===== config.mk =====
export PLATFORM = sky130hd
export DESIGN_NAME = pattern_loader
export DESIGN_NICKNAME = d
export VERILOG_FILES = /design/src/rtl/pattern_pkg.sv /design/src/rtl/pattern_loader_hex.sv /design/src/rtl/pattern_loader.sv
export SDC_FILE = /design/constraint.sdc
export NUM_CORES = 1
export LEC_CHECK = 0
export CAP_MARGIN = 20
export CORE_MARGIN = 2
export CORE_UTILIZATION = 41
export DETAILED_ROUTE_END_ITERATION = 12
export PLACE_DENSITY_LB_ADDON = 0.08
export SETUP_SLACK_MARGIN = 0.02
export SKIP_CTS_REPAIR_TIMING = 1
export SLEW_MARGIN = 20
export SYNTH_ARGS = -nofsm -noshare
export SYNTH_HDL_FRONTEND = slang
export SYNTH_SLANG_ARGS = --single-unit

===== constraint.sdc =====
create_clock -name clock -period 1.45 [get_ports clock]
set_input_delay 0.145 -clock clock [delete_from_list [all_inputs] [get_ports clock]]
set_output_delay 0.145 -clock clock [all_outputs]
set_load 0.005 [all_outputs]

===== src/rtl/pattern_pkg.sv =====
// Shared defaults and FSM state encoding for the pattern loader.
// LOADER_VERIFY_EN (top) enables the read-back verify pass.
package pattern_pkg;
  localparam int DEF_DEPTH    = 32;
  localparam int DEF_WIDTH    = 9;
  localparam int DEF_READ_LAT = 2;
  localparam int AW           = 5;

  typedef enum logic [2:0] {
    S_IDLE   = 3'd0,
    S_WAIT   = 3'd1,
    S_WRITE  = 3'd2,
    S_VERIFY = 3'd3,
    S_DONE   = 3'd4
  } state_t;
endpackage


===== src/rtl/pattern_loader_hex.sv =====
// Seven-segment decoder, active-low segments ordered {g,f,e,d,c,b,a}.
module hexDecoder (
  input  logic [3:0] digit,
  output logic [6:0] seg
);
  always_comb begin
    seg = 7'h7F;
    case (digit)
      4'h0: seg = 7'h40;
      4'h1: seg = 7'h79;
      4'h2: seg = 7'h24;
      4'h3: seg = 7'h30;
      4'h4: seg = 7'h19;
      4'h5: seg = 7'h12;
      4'h6: seg = 7'h02;
      4'h7: seg = 7'h78;
      4'h8: seg = 7'h00;
      4'h9: seg = 7'h10;
      4'hA: seg = 7'h08;
      4'hB: seg = 7'h03;
      4'hC: seg = 7'h46;
      4'hD: seg = 7'h21;
      4'hE: seg = 7'h06;
      4'hF: seg = 7'h0E;
      default: seg = 7'h7F;
    endcase
  end
endmodule


===== src/rtl/pattern_loader.sv =====
// Streams DEPTH pattern words into a RAM, one write per 2 clocks, with XOR checksum.
// Define LOADER_VERIFY_EN to add a read-back pass against a shadow copy.
module pattern_loader
  import pattern_pkg::*;
#(
  parameter int DEPTH    = DEF_DEPTH,
  parameter int WIDTH    = DEF_WIDTH,
  parameter int READ_LAT = DEF_READ_LAT
) (
  input  logic             clock,
  input  logic             reset,
  input  logic             start,
  input  logic [WIDTH-1:0] pat_in,
  input  logic             pat_valid,
  output logic             pat_ready,
  output logic [AW-1:0]    ram_address,
  output logic [WIDTH-1:0] ram_data,
  output logic             ram_wren,
  input  logic [WIDTH-1:0] ram_q,
  output logic             busy,
  output logic             done,
  output logic             error,
  output logic [AW-1:0]    err_addr,
  output logic [WIDTH-1:0] checksum,
  output logic [6:0]       HEX0
);
  localparam logic [AW-1:0] LAST = AW'(DEPTH-1);

  state_t        state;
  logic [AW-1:0] wr_addr;

`ifdef LOADER_VERIFY_EN
  logic [WIDTH-1:0]          shadow [DEPTH];
  logic                      issuing;
  logic                      issue;
  logic [READ_LAT:1]         vld_pipe;
  logic [READ_LAT:1][AW-1:0] addr_pipe;
  logic                      cmp_vld;
  logic [AW-1:0]             cmp_addr;
  logic                      cmp_bad;

  assign issue    = (state == S_VERIFY) && issuing;
  assign cmp_vld  = vld_pipe[READ_LAT];
  assign cmp_addr = addr_pipe[READ_LAT];
  assign cmp_bad  = cmp_vld && (ram_q != shadow[cmp_addr]);

  // ram_data still holds the captured word throughout WRITE
  always_ff @(posedge clock)
    if (state == S_WRITE) shadow[wr_addr] <= ram_data;

  // tracks each issued read address until its data returns on ram_q
  always_ff @(posedge clock or negedge reset) begin
    if (!reset) begin
      vld_pipe  <= '0;
      addr_pipe <= '0;
    end else begin
      vld_pipe[1]  <= issue;
      addr_pipe[1] <= ram_address;
      for (int k = 2; k <= READ_LAT; k++) begin
        vld_pipe[k]  <= vld_pipe[k-1];
        addr_pipe[k] <= addr_pipe[k-1];
      end
    end
  end
`else
  logic unused_q;
  localparam int unused_lat = READ_LAT;
  assign unused_q = ^ram_q;
  assign error    = 1'b0;
  assign err_addr = '0;
`endif

  always_ff @(posedge clock or negedge reset) begin
    if (!reset) begin
      state       <= S_IDLE;
      wr_addr     <= '0;
      pat_ready   <= 1'b0;
      ram_address <= '0;
      ram_data    <= '0;
      ram_wren    <= 1'b0;
      busy        <= 1'b0;
      done        <= 1'b0;
      checksum    <= '0;
`ifdef LOADER_VERIFY_EN
      error       <= 1'b0;
      err_addr    <= '0;
      issuing     <= 1'b0;
`endif
    end else begin
      case (state)
        S_IDLE, S_DONE: begin
          if (start) begin
            state     <= S_WAIT;
            wr_addr   <= '0;
            checksum  <= '0;
            done      <= 1'b0;
            busy      <= 1'b1;
            pat_ready <= 1'b1;
`ifdef LOADER_VERIFY_EN
            error     <= 1'b0;
            err_addr  <= '0;
`endif
          end
        end
        S_WAIT: begin
          if (pat_valid && pat_ready) begin
            state       <= S_WRITE;
            pat_ready   <= 1'b0;
            ram_wren    <= 1'b1;
            ram_address <= wr_addr;
            ram_data    <= pat_in;
          end
        end
        S_WRITE: begin
          ram_wren    <= 1'b0;
          ram_address <= '0;
          checksum    <= checksum ^ ram_data;
          if (wr_addr == LAST) begin
            wr_addr <= '0;
`ifdef LOADER_VERIFY_EN
            state   <= S_VERIFY;
            issuing <= 1'b1;
`else
            state   <= S_DONE;
            busy    <= 1'b0;
            done    <= 1'b1;
`endif
          end else begin
            wr_addr   <= wr_addr + 1'b1;
            state     <= S_WAIT;
            pat_ready <= 1'b1;
          end
        end
`ifdef LOADER_VERIFY_EN
        S_VERIFY: begin
          if (issuing) begin
            if (ram_address == LAST) begin
              issuing     <= 1'b0;
              ram_address <= '0;
            end else begin
              ram_address <= ram_address + 1'b1;
            end
          end
          if (cmp_bad && !error) begin
            error    <= 1'b1;
            err_addr <= cmp_addr;
          end
          if (cmp_vld && cmp_addr == LAST) begin
            state <= S_DONE;
            busy  <= 1'b0;
            done  <= 1'b1;
          end
        end
`endif
        default: state <= S_IDLE;
      endcase
    end
  end

  hexDecoder u_hex (
    .digit ({1'b0, state}),
    .seg   (HEX0)
  );
endmodule


==> results.env, run 1 <==
POSTSYNTHAREAPERCELL_UM2=10.7
R2R_CELLS=6
START_UTIL_PCT=42.8
SYNTH_ASYNC_SR_FLOP_SHARE_PCT=100
TRITONCTS='built'
FINALNETCOUNT=291
SYNTHFLOPTYPE='sky130_fd_sc_hd__dfrtp_1'
TIMING.CRITICAL_PATH.FANOUT_MAX=10
FINAL-SETUP-VIOL-COUNT=36
RUN_STATUS='finished with violations'
POST_ROUTE_ANTENNA_NET_VIOLATION_COUNT=0
GRT_MAX_DEGREE=22
GRT_FIRST_PASS_WIRELENGTH_UM=7610
FP.DIEW_UM=71.7
CTS_SINKS=35
YS_WARNS=0
START_POINT_OF_THE_CRITICAL_PATH='state[0]'
SYNTH_EDF_COUNT=0
RESIDUAL_DRC_COUNT=0
DRT_WL_TOTAL_UM=4980
POST-PLACE-WS_NS=-0.159
CP.REQUIRED_NS=1.63
RR_ENDPOINT='ram_data[6]'
SYNTH.TOP_CELLS.BY_AREA='sky130_fd_sc_hd__dfrtp_1 47%, sky130_fd_sc_hd__mux2_4 7.2%, sky130_fd_sc_hd__mux2i_1 4.8%'
SYNTH.DISTINCT_CELLS=38
CP_DATA_ARRIVAL_TIME_NS=1.76
MAXCLOCKFREQUENCY_MHz=631
NUM_ANTENNA_CELLS=0
TIMING.FINAL.CRIT_PERIOD_NS=1.58
FIRSTDRTPASSITERS=4
NETLIST_AREA_UM2=1880
LATER_PIN_CLOCK_LATENCY_IN_THE_SKEW_REPORT_NS=0.29
ROUTE.VIAS.TOTAL=1656
PLACEMENT.IO_BUFFERS=46
NUMBER_OF_ANTENNA_VIOLATIONS_AT_THE_FIRST_CHECK_IN_GLOBAL_ROUTING=0
TOTALNEGATIVESETUPSLACK_NS=-2.64
R2R_SETUP_SLACK_NS=-0.13
NUM_ROWS=24
POST-ROUTE-WORST-SETUP-SLACK_NS=-0.134
HTREE_LEVELS=2
GP_CONGESTION=0.924
NUMBER_OF_GLOBAL_ROUTE_VIAS_BEFORE_REPAIR=1587
DIE_HEIGHT_UM=71.7
TIMING.CLOCK.SKEW_NS=0.00775
CLK_ROOT_BUFFER_CELL='sky130_fd_sc_hd__clkbuf_8'
SETUP.WORST_PATH.CLASS='flop to flop'
YOSYS_REGISTER_BITS=35
ROUTED_WIRE_LENGTH_PER_INSTANCE_UM=15.8
MIN-DELAY-PATH-CLASS='input pin to asynchronous set/reset pin'
FINALCRITPERIODSHARE_PCT=109
POWER_DENSITY_nW_PER_UM2=663
DRV.MAX_CAP_VIOLATION_COUNT=0
SLEW_VIOLATIONS=0
CRITPATHCAPTURE='ram_data[6]'
GRT_UTIL_ALL_LAYERS_PCT=19.1
WORST_SETUP_HOLD_PATH_CLK_SLEW_NS=0.08
AREA_DELTA_SYNTH_FINAL_PCT=57.6
FP.COREAREA_UM2=4380
DP.FINAL_HPWL_UM=3430
POWER.LEAKAGE_uW=0.00132
CRIT_PATH_START_KIND='flop'
GLOBALROUTE.TOTALOVERFLOW=0
NETLIST.TOP_CELL.BY_AREA='sky130_fd_sc_hd__dfrtp_1'
POST_DRT_VIA_CELL_RATIO=5.26
FAILED_CHECKS='negative setup slack'
CTS_BUFFERS=5
DRTITER0DRC=99
WORSTREG2REGSTART='state[0]'
NFILLCELLS=337
CTS-ROOT-TO-SINK-BUFFERS=2
SYNTH_CELLS=176
RSZ0062_AT_GRT='true'
FINAL_LAYOUT_SIZE_SUFFIX_GT1_SHARE_PCT=36.5
FLOORPLAN.DIE_AREA_UM2=5140
SYNTHDOMINANTCELLAREASHARE_PCT=46.6
POWER.IR.VDD_WORST_V=0.000420
FLOORPLAN.IO_PINS=62
SYNTH_SEQUENTIAL_AREA_RATIO_PCT=46.6
WORSTSETUPENDPOINTTYPE='flop'
FINALHOLDVIOLATIONS=0
## cell type report
type	instances	area, um2	area share, %
multi-input combinational	127	1070	36.1
clock buffer	6	82.6	2.79
inverter	5	23.8	0.803
clock inverter	2	35.0	1.18
tap	52	65.1	2.20
timing repair buffer	88	808	27.3
sequential	35	877	29.6
## logic make-up after synthesis
kind of cell             after synthesis  share of synthesized area (%)
adder cells (fa/ha/maj)                7                           4.66
other                                  1                          0.200
flip-flops                            35                           46.6
buffers and inverters                 19                           5.86
AO/OA/AOI/OAI                         53                           18.0
AND/OR/NAND/NOR                       43                           12.7
multiplexers                          18                           12.0
## placed cells by master, fill, tap and decap left out, types with 2 or more instances in the layout
| cell type | count |
|---|---|
| sky130_fd_sc_hd__a21oi_1 | 13 |
| sky130_fd_sc_hd__a21oi_2 | 2 |
| sky130_fd_sc_hd__a22o_1 | 8 |
| sky130_fd_sc_hd__a32o_1 | 2 |
| sky130_fd_sc_hd__a32oi_1 | 2 |
| sky130_fd_sc_hd__and4b_1 | 4 |
| sky130_fd_sc_hd__buf_12 | 2 |
| sky130_fd_sc_hd__buf_2 | 5 |
| sky130_fd_sc_hd__buf_4 | 29 |
| sky130_fd_sc_hd__buf_6 | 10 |
| sky130_fd_sc_hd__clkbuf_2 | 2 |
| sky130_fd_sc_hd__clkbuf_8 | 6 |
| sky130_fd_sc_hd__clkdlybuf4s50_1 | 38 |
| sky130_fd_sc_hd__conb_1 | 6 |
| sky130_fd_sc_hd__dfrtp_1 | 34 |
| sky130_fd_sc_hd__ha_2 | 2 |
| sky130_fd_sc_hd__ha_4 | 5 |
| sky130_fd_sc_hd__inv_1 | 2 |
| sky130_fd_sc_hd__inv_2 | 2 |
| sky130_fd_sc_hd__mux2_4 | 9 |
| sky130_fd_sc_hd__mux2i_1 | 9 |
| sky130_fd_sc_hd__nand2_1 | 8 |
| sky130_fd_sc_hd__nand2_2 | 4 |
| sky130_fd_sc_hd__nand2b_4 | 3 |
| sky130_fd_sc_hd__nand3_1 | 2 |
| sky130_fd_sc_hd__nor2_1 | 7 |
| sky130_fd_sc_hd__nor2_4 | 2 |
| sky130_fd_sc_hd__nor3b_1 | 4 |
| sky130_fd_sc_hd__o21ai_0 | 2 |
| sky130_fd_sc_hd__o21ai_1 | 14 |
| sky130_fd_sc_hd__o21ai_2 | 2 |
## flip-flops by register name (all words and copies together), names as in the netlist
| register | flops |
|---|---|
| ram_data | 9 |
| ram_address | 5 |
| busy | 1 |
| wr_addr | 5 |
| ram_wren | 1 |
| pat_ready | 1 |
| done | 1 |
| state | 3 |
| checksum | 9 |
## worst max-delay path, stage by stage, from the launching register on
cell,delay (ns)
sky130_fd_sc_hd__dfrtp_1,0.41
sky130_fd_sc_hd__buf_6,0.14
sky130_fd_sc_hd__ha_4,0.16
sky130_fd_sc_hd__and2b_1,0.17
sky130_fd_sc_hd__nand3_2,0.11
sky130_fd_sc_hd__buf_12,0.16
sky130_fd_sc_hd__mux2_4,0.30
## routing by layer
layer | vias up | global-route usage, % | wire length, um
li1 | 795 | - | -
met1 | 789 | 23.6 | 2120
met2 | 61 | 32.6 | 2520
met3 | 11 | 5.34 | 267
met4 | 0 | 5.66 | 75
met5 | - | 0 | 0
## synth_stat cells (all sizes together), types with 2 or more instances
library cell  number
a21o               2
a21oi             15
a22o               8
a32o               2
a32oi              2
and4b              4
buf               12
clkbuf             2
dfrtp             35
ha                 7
inv                5
mux2               9
mux2i              9
nand2             12
nand2b             4
nand3              3
nor2              10
nor2b              2
nor3b              4
o21ai             19
## where the power goes
group          total, uW  leakage (uW)  internal, uW  switching (uW)
Clock                916     0.0000612           556             360
Sequential           976      0.000440           976               0
Combinational       70.2      0.000823          34.5            35.6
## worst min-delay path by stage
stage               depth (start not counted)  start             end  slack [ns]
CTS                                         1  reset  ram_address[1]       -0.22
detailed placement                          1  reset  ram_address[4]         0.1
floorplan                                   0  reset            busy       -0.15
global placement                            1  reset        ram_wren        0.09
finish                                      2  reset  ram_address[1]        0.32
global route                                2  reset  ram_address[1]        0.35
## metrics by stage
stage | hold slack [ns] | area [um2] | power, uW | std cells | util, %
after floorplan | -0.151 | 1940 | 1020 | 181 | -
after global placement | 0.0910 | 2600 | 1060 | 295 | 59.3
after detailed placement | 0.0961 | 2600 | 1060 | 295 | 59.3
after CTS | -0.222 | 2720 | 1970 | 303 | 62.0
after global routing | 0.352 | 2960 | 2030 | 315 | 67.5
final | 0.316 | 2960 | 1960 | 315 | 67.5
No activity file was read; power rests on OpenSTA's default activity.
==> inputs of run 2 (changes only) <==
--- a/config.mk
+++ b/config.mk
@@ -10,7 +10,7 @@
 export CORE_UTILIZATION = 41
 export DETAILED_ROUTE_END_ITERATION = 12
 export PLACE_DENSITY_LB_ADDON = 0.08
-export SETUP_SLACK_MARGIN = 0.02
+export SETUP_SLACK_MARGIN = 0.15
 export SKIP_CTS_REPAIR_TIMING = 1
 export SLEW_MARGIN = 20
 export SYNTH_ARGS = -nofsm -noshare
==> results.env, run 2 (synthesized netlist as in run 1, its figures left out) <==
FINALCRITPERIODSHARE_PCT=111
CTS_SINKS=35
TIMING.CLOCK.SKEW_NS=0.00892
CRIT_SLOWEST_CELL='sky130_fd_sc_hd__dfrtp_1'
DP.FINAL_HPWL_UM=3530
TRITONCTS='built'
FINALNETCOUNT=319
HTREE_LEVELS=2
FAILED_CHECKS='negative setup slack'
FIRSTDRTPASSITERS=4
STDCELL_AREA_UM2=3250
CP.REQUIRED_NS=1.31
POWER.LEAKAGE_uW=0.00177
NUM_ANTENNA_CELLS=0
ROUTE.VIAS.TOTAL=1808
NUMBER_OF_ANTENNA_VIOLATIONS_AT_THE_FIRST_CHECK_IN_GLOBAL_ROUTING=0
SETUP.WORST_PATH.CLASS='flop to output port'
LATER_PIN_CLOCK_LATENCY_IN_THE_SKEW_REPORT_NS=0.29
CRITICAL_PATH.CELL_CHAIN='buf_4 > ha_4 > buf_4 > nor2_2 > nor2_2 > buf_2'
PLACE_AREA_UM2=2640
FINAL_LAYOUT_SIZE_SUFFIX_GT1_SHARE_PCT=42.6
MIN-DELAY-PATH-CLASS='input pin to asynchronous set/reset pin'
CRIT_PATH_MAX_INCR_DELAY_NS=0.41
DP_CELLS=293
CLK_ROOT_BUFFER_CELL='sky130_fd_sc_hd__clkbuf_8'
PLACEMENT.IO_BUFFERS=46
GRT_UTIL_ALL_LAYERS_PCT=19.8
DRV.MAX_CAP_VIOLATION_COUNT=0
WORST_SETUP_HOLD_PATH_CLK_SLEW_NS=0.08
RESIDUAL_DRC_COUNT=0
NUMBER_OF_GLOBAL_ROUTE_VIAS_BEFORE_REPAIR=1615
DRT_WL_TOTAL_UM=5690
RSZ0062_AT_GRT='true'
SLEW_VIOLATIONS=0
SEQUENTIAL_CELL_AREA_UM2=878
DRTITER0DRC=100
AREA_DELTA_SYNTH_FINAL_PCT=72.9
FP.COREAREA_UM2=4380
MULTI_INPUT_AREA_UM2=1070
START_UTIL_PCT=42.8
GRT_FIRST_PASS_WIRELENGTH_UM=8000
LARGEST_REGISTERS='checksum x9, ram_data x9'
FLOORPLAN.IO_PINS=62
ROUTED_WIRE_LENGTH_PER_INSTANCE_UM=16.6
FP.DIEW_UM=71.7
LAYOUT_COMMONEST_CELL='sky130_fd_sc_hd__buf_4'
POWER_DENSITY_nW_PER_UM2=540
TIMING.FINAL.CRIT_PERIOD_NS=1.61
POST_ROUTE_ANTENNA_NET_VIOLATION_COUNT=0
GLOBALROUTE.TOTALOVERFLOW=0
NFILLCELLS=309
LAYOUT_COMMON_CELLS='58 x sky130_fd_sc_hd__buf_4, 33 x sky130_fd_sc_hd__dfrtp_1, 27 x sky130_fd_sc_hd__dlymetal6s2s_1'
CTS_BUFFERS=5
POST-ROUTE-WORST-SETUP-SLACK_NS=-0.160
POST-PLACE-WS_NS=-0.205
TIMING.CRITICAL_PATH.FANOUT_MAX=4
CP_DATA_ARRIVAL_TIME_NS=1.46
POWER.IR.VDD_WORST_V=0.000499
CTS-ROOT-TO-SINK-BUFFERS=2
POST_DRT_VIA_CELL_RATIO=5.27
CRIT_PATH_START_KIND='flop'
GP_CONGESTION=0.756
FLOORPLAN.DIE_AREA_UM2=5140
WORSTSETUPENDPOINTTYPE='output port'
NUM_ROWS=24
GRT_MAX_DEGREE=36
DIE_HEIGHT_UM=71.7
FINAL_CELLS=343
FINALHOLDVIOLATIONS=0
RUN_STATUS='finished with violations'
MAXCLOCKFREQUENCY_MHz=621
FINAL-SETUP-VIOL-COUNT=39
[run 2: changes by cell type in the layout (fill, tap and decap cells not counted), moves of 4 or more]
cell / before / now
sky130_fd_sc_hd__dlymetal6s2s_1: 1 / 27
sky130_fd_sc_hd__buf_4: 29 / 58
sky130_fd_sc_hd__nor2_2: 1 / 5
sky130_fd_sc_hd__o21ai_0: 2 / 6
sky130_fd_sc_hd__clkdlybuf4s50_1: 38 / 15
[run 2: area by class of cell]
| class | count | area share, % |
|---|---|---|
| clock buffers | 6 | 2.24 |
| clock inverters | 2 | 0.385 |
| inverters | 5 | 0.655 |
| multi-input cells | 127 | 33.0 |
| flip-flops and latches | 35 | 27.1 |
| well taps | 52 | 2.00 |
| repair buffers | 116 | 34.6 |
[run 2: metal layers]
layer / global-route usage [%] / vias to the layer above / share of wire [%]
met5: 0 / - / 0
met4: 3.77 / 0 / 1.5
met3: 3.94 / 12 / 4.1
met2: 33.4 / 58 / 53
met1: 26.7 / 890 / 42
li1: - / 848 / -
[run 2: worst max-delay path: cells and delay by family (launching register included)]
family | cells | cell delay (ns)
adder cells (fa/ha/maj) | 1 | 0.16
buffers and inverters | 3 | 0.42
flip-flops | 1 | 0.41
AND/OR/NAND/NOR | 2 | 0.18
[run 2: power by group]
group | total (uW) | switching [uW] | internal (uW) | leakage [uW]
clock | 698 | 362 | 336 | 0.0000412
sequential | 975 | 0 | 975 | 0.000440
combinational | 78.8 | 37.3 | 41.6 | 0.00129
total | 1750 | 399 | 1350 | 0.00177
[run 2: worst paths after layout]
check | startpoint | to | slack, ns | cells past startpoint
max in group asynchronous | reset | pat_ready | 1.02 | 2
min | reset | wr_addr[1] | 0.23 | 2
max | state[0] | HEX0[3] | -0.16 | 6
min in group clock | pat_in[4] | ram_data[4] | 0.47 | 2
max reg2reg | state[0] | ram_data[0] | -0.15 | 6
min reg2reg | ram_address[0] | ram_address[0] | 0.51 | 1
[run 2: metrics by stage]
step                total power [uW]  TNS, ns  utilization [%]  hold WS, ns
global route                    1830    -5.71             74.1        0.243
CTS                             1770    -7.80             62.2        0.231
detailed placement              1070    -5.00             60.2        0.488
floorplan                       1020   -0.155                -       -0.151
global placement                1070    -2.96             60.2        0.477
finish                          1750    -3.61             74.1        0.231
==> inputs of run 3 (changes only) <==
--- a/config.mk
+++ b/config.mk
@@ -9,7 +9,7 @@
 export CORE_MARGIN = 2
 export CORE_UTILIZATION = 41
 export DETAILED_ROUTE_END_ITERATION = 12
-export PLACE_DENSITY_LB_ADDON = 0.08
+export PLACE_DENSITY = 0.76
 export SETUP_SLACK_MARGIN = 0.15
 export SKIP_CTS_REPAIR_TIMING = 1
 export SLEW_MARGIN = 20
==> results.env, run 3 (synthesized netlist as in run 1, its figures left out) <==
CRIT_PATH_START_KIND='flop'
PLACEMENT.IO_BUFFERS=46
POWER_DENSITY_nW_PER_UM2=605
CTS_BUFFERS=5
POWER.IR.VDD_WORST_V=0.000468
FLOORPLAN.DIE_AREA_UM2=5140
CLK_ROOT_BUFFER_CELL='sky130_fd_sc_hd__clkbuf_8'
FP.DIEW_UM=71.7
CTS-ROOT-TO-SINK-BUFFERS=2
RESIDUAL_DRC_COUNT=0
TIMING.CLOCK.SKEW_NS=0.00699
CP_DATA_ARRIVAL_TIME_NS=1.73
TIMING.FINAL.CRIT_PERIOD_NS=1.55
CRIT_PATH_MAX_INCR_DELAY_NS=0.41
POST_ROUTE_ANTENNA_NET_VIOLATION_COUNT=0
DRT_WL_TOTAL_UM=5380
DRV.MAX_CAP_VIOLATION_COUNT=0
STDCELL_AREA_UM2=3260
MULTI_INPUT_AREA_UM2=1100
AREA_DELTA_SYNTH_FINAL_PCT=73.4
DP.FINAL_HPWL_UM=3150
GLOBALROUTE.TOTALOVERFLOW=0
HTREE_LEVELS=2
ROUTE.VIAS.TOTAL=1785
GP_CONGESTION=0.825
NUMBER_OF_ANTENNA_VIOLATIONS_AT_THE_FIRST_CHECK_IN_GLOBAL_ROUTING=0
CRIT_TOP_CELL='sky130_fd_sc_hd__buf_6'
GRT_MAX_DEGREE=22
START_UTIL_PCT=42.8
POST-PLACE-WS_NS=-0.140
PLACE_AREA_UM2=2590
FP.COREAREA_UM2=4380
POWER.LEAKAGE_uW=0.00175
R2R_SETUP_SLACK_NS=-0.10
GRT_UTIL_ALL_LAYERS_PCT=17.5
NUM_ANTENNA_CELLS=0
FAILED_CHECKS='negative setup slack'
CTS_SINKS=35
SETUP.WORST_PATH.CLASS='flop to flop'
DRTITER0DRC=129
FINALCRITPERIODSHARE_PCT=107
POST_DRT_VIA_CELL_RATIO=5.28
WORST_SETUP_HOLD_PATH_CLK_SLEW_NS=0.07
R2R_CELLS=6
WORSTREG2REGSTART='state[0]'
NUMBER_OF_GLOBAL_ROUTE_VIAS_BEFORE_REPAIR=1578
TIMING.CRITICAL_PATH.FANOUT_MAX=6
RUN_STATUS='finished with violations'
RR_ENDPOINT='ram_data[4]'
ROUTED_WIRE_LENGTH_PER_INSTANCE_UM=15.9
FINALHOLDVIOLATIONS=0
POST-ROUTE-WORST-SETUP-SLACK_NS=-0.105
NFILLCELLS=281
MIN-DELAY-PATH-CLASS='input pin to asynchronous set/reset pin'
CP.REQUIRED_NS=1.62
FLOORPLAN.IO_PINS=62
SLEW_VIOLATIONS=0
CRIT_SLOWEST_CELL='sky130_fd_sc_hd__dfrtp_1'
LATER_PIN_CLOCK_LATENCY_IN_THE_SKEW_REPORT_NS=0.29
FINAL-SETUP-VIOL-COUNT=36
DIE_HEIGHT_UM=71.7
LAYOUT_COMMONEST_CELL='sky130_fd_sc_hd__buf_4'
SEQUENTIAL_CELL_AREA_UM2=877
GRT_FIRST_PASS_WIRELENGTH_UM=6990
WORSTSETUPENDPOINTTYPE='flop'
FINAL_LAYOUT_SIZE_SUFFIX_GT1_SHARE_PCT=44.1
FIRSTDRTPASSITERS=4
LARGEST_REGISTERS='checksum x9, ram_data x9'
CRITICAL_PATH.CELL_CHAIN='buf_6 > ha_4 > and2b_1 > nand3_2 > buf_6 > mux2_4'
TRITONCTS='built'
LAYOUT_COMMON_CELLS='45 x sky130_fd_sc_hd__buf_4, 34 x sky130_fd_sc_hd__dfrtp_1, 22 x sky130_fd_sc_hd__dlymetal6s2s_1'
FINALNETCOUNT=314
RSZ0062_AT_GRT='true'
MAXCLOCKFREQUENCY_MHz=643
NUM_ROWS=24
run 3: power by group:
part	switching, uW	internal [uW]	total, uW
registers	0	976	976
logic	37.7	40.5	78.2
clock network	361	556	917
total	399	1570	1970
run 3: metrics by stage:
stage | total power [uW] | instances | util, % | TNS [ns] | hold WS, ns
after floorplan | 1020 | 181 | - | -0.155 | -0.151
after global placement | 1070 | 289 | 59.2 | -1.82 | 0.108
after detailed placement | 1070 | 289 | 59.2 | -2.54 | 0.105
after CTS | 1980 | 297 | 61.8 | -5.37 | -0.212
after global routing | 2030 | 338 | 74.3 | -3.91 | 0.378
final | 1970 | 338 | 74.3 | -1.80 | 0.320
run 3: worst max-delay path, delay by kind of cell (launching register included):
family,cells,cell delay (ns)
fa+ha+maj,1,0.16
simple gates,2,0.28
flops,1,0.41
buf+inv,2,0.29
mux,1,0.30
run 3: layout make-up:
cell class	instances	share of cell area (%)
clock buffers	6	2.54
flip-flops and latches	35	26.9
well taps	52	2.00
inverters	5	0.730
multi-input cells	127	33.9
clock inverters	2	1.08
repair buffers	111	32.8
run 3: worst max path at each step:
stage	start	to	slack, ns
2_1_floorplan	state[1]	ram_data[0]	-0.01
3_3_place_gp	state[1]	HEX0[3]	-0.11
3_5_place_dp	state[0]	ram_address[1]	-0.14
4_1_cts	state[0]	HEX0[3]	-0.43
5_1_grt	state[1]	pat_ready	-0.16
6_report	state[0]	ram_data[4]	-0.10
run 3: layer usage:
layer  part of all wire [%]  wire length (um)  track usage, %
met1                     41              2230            20.6
met2                     52              2780            30.3
met3                    5.0               269            4.78
met4                    1.8                97            6.50
met5                      0                 0               0
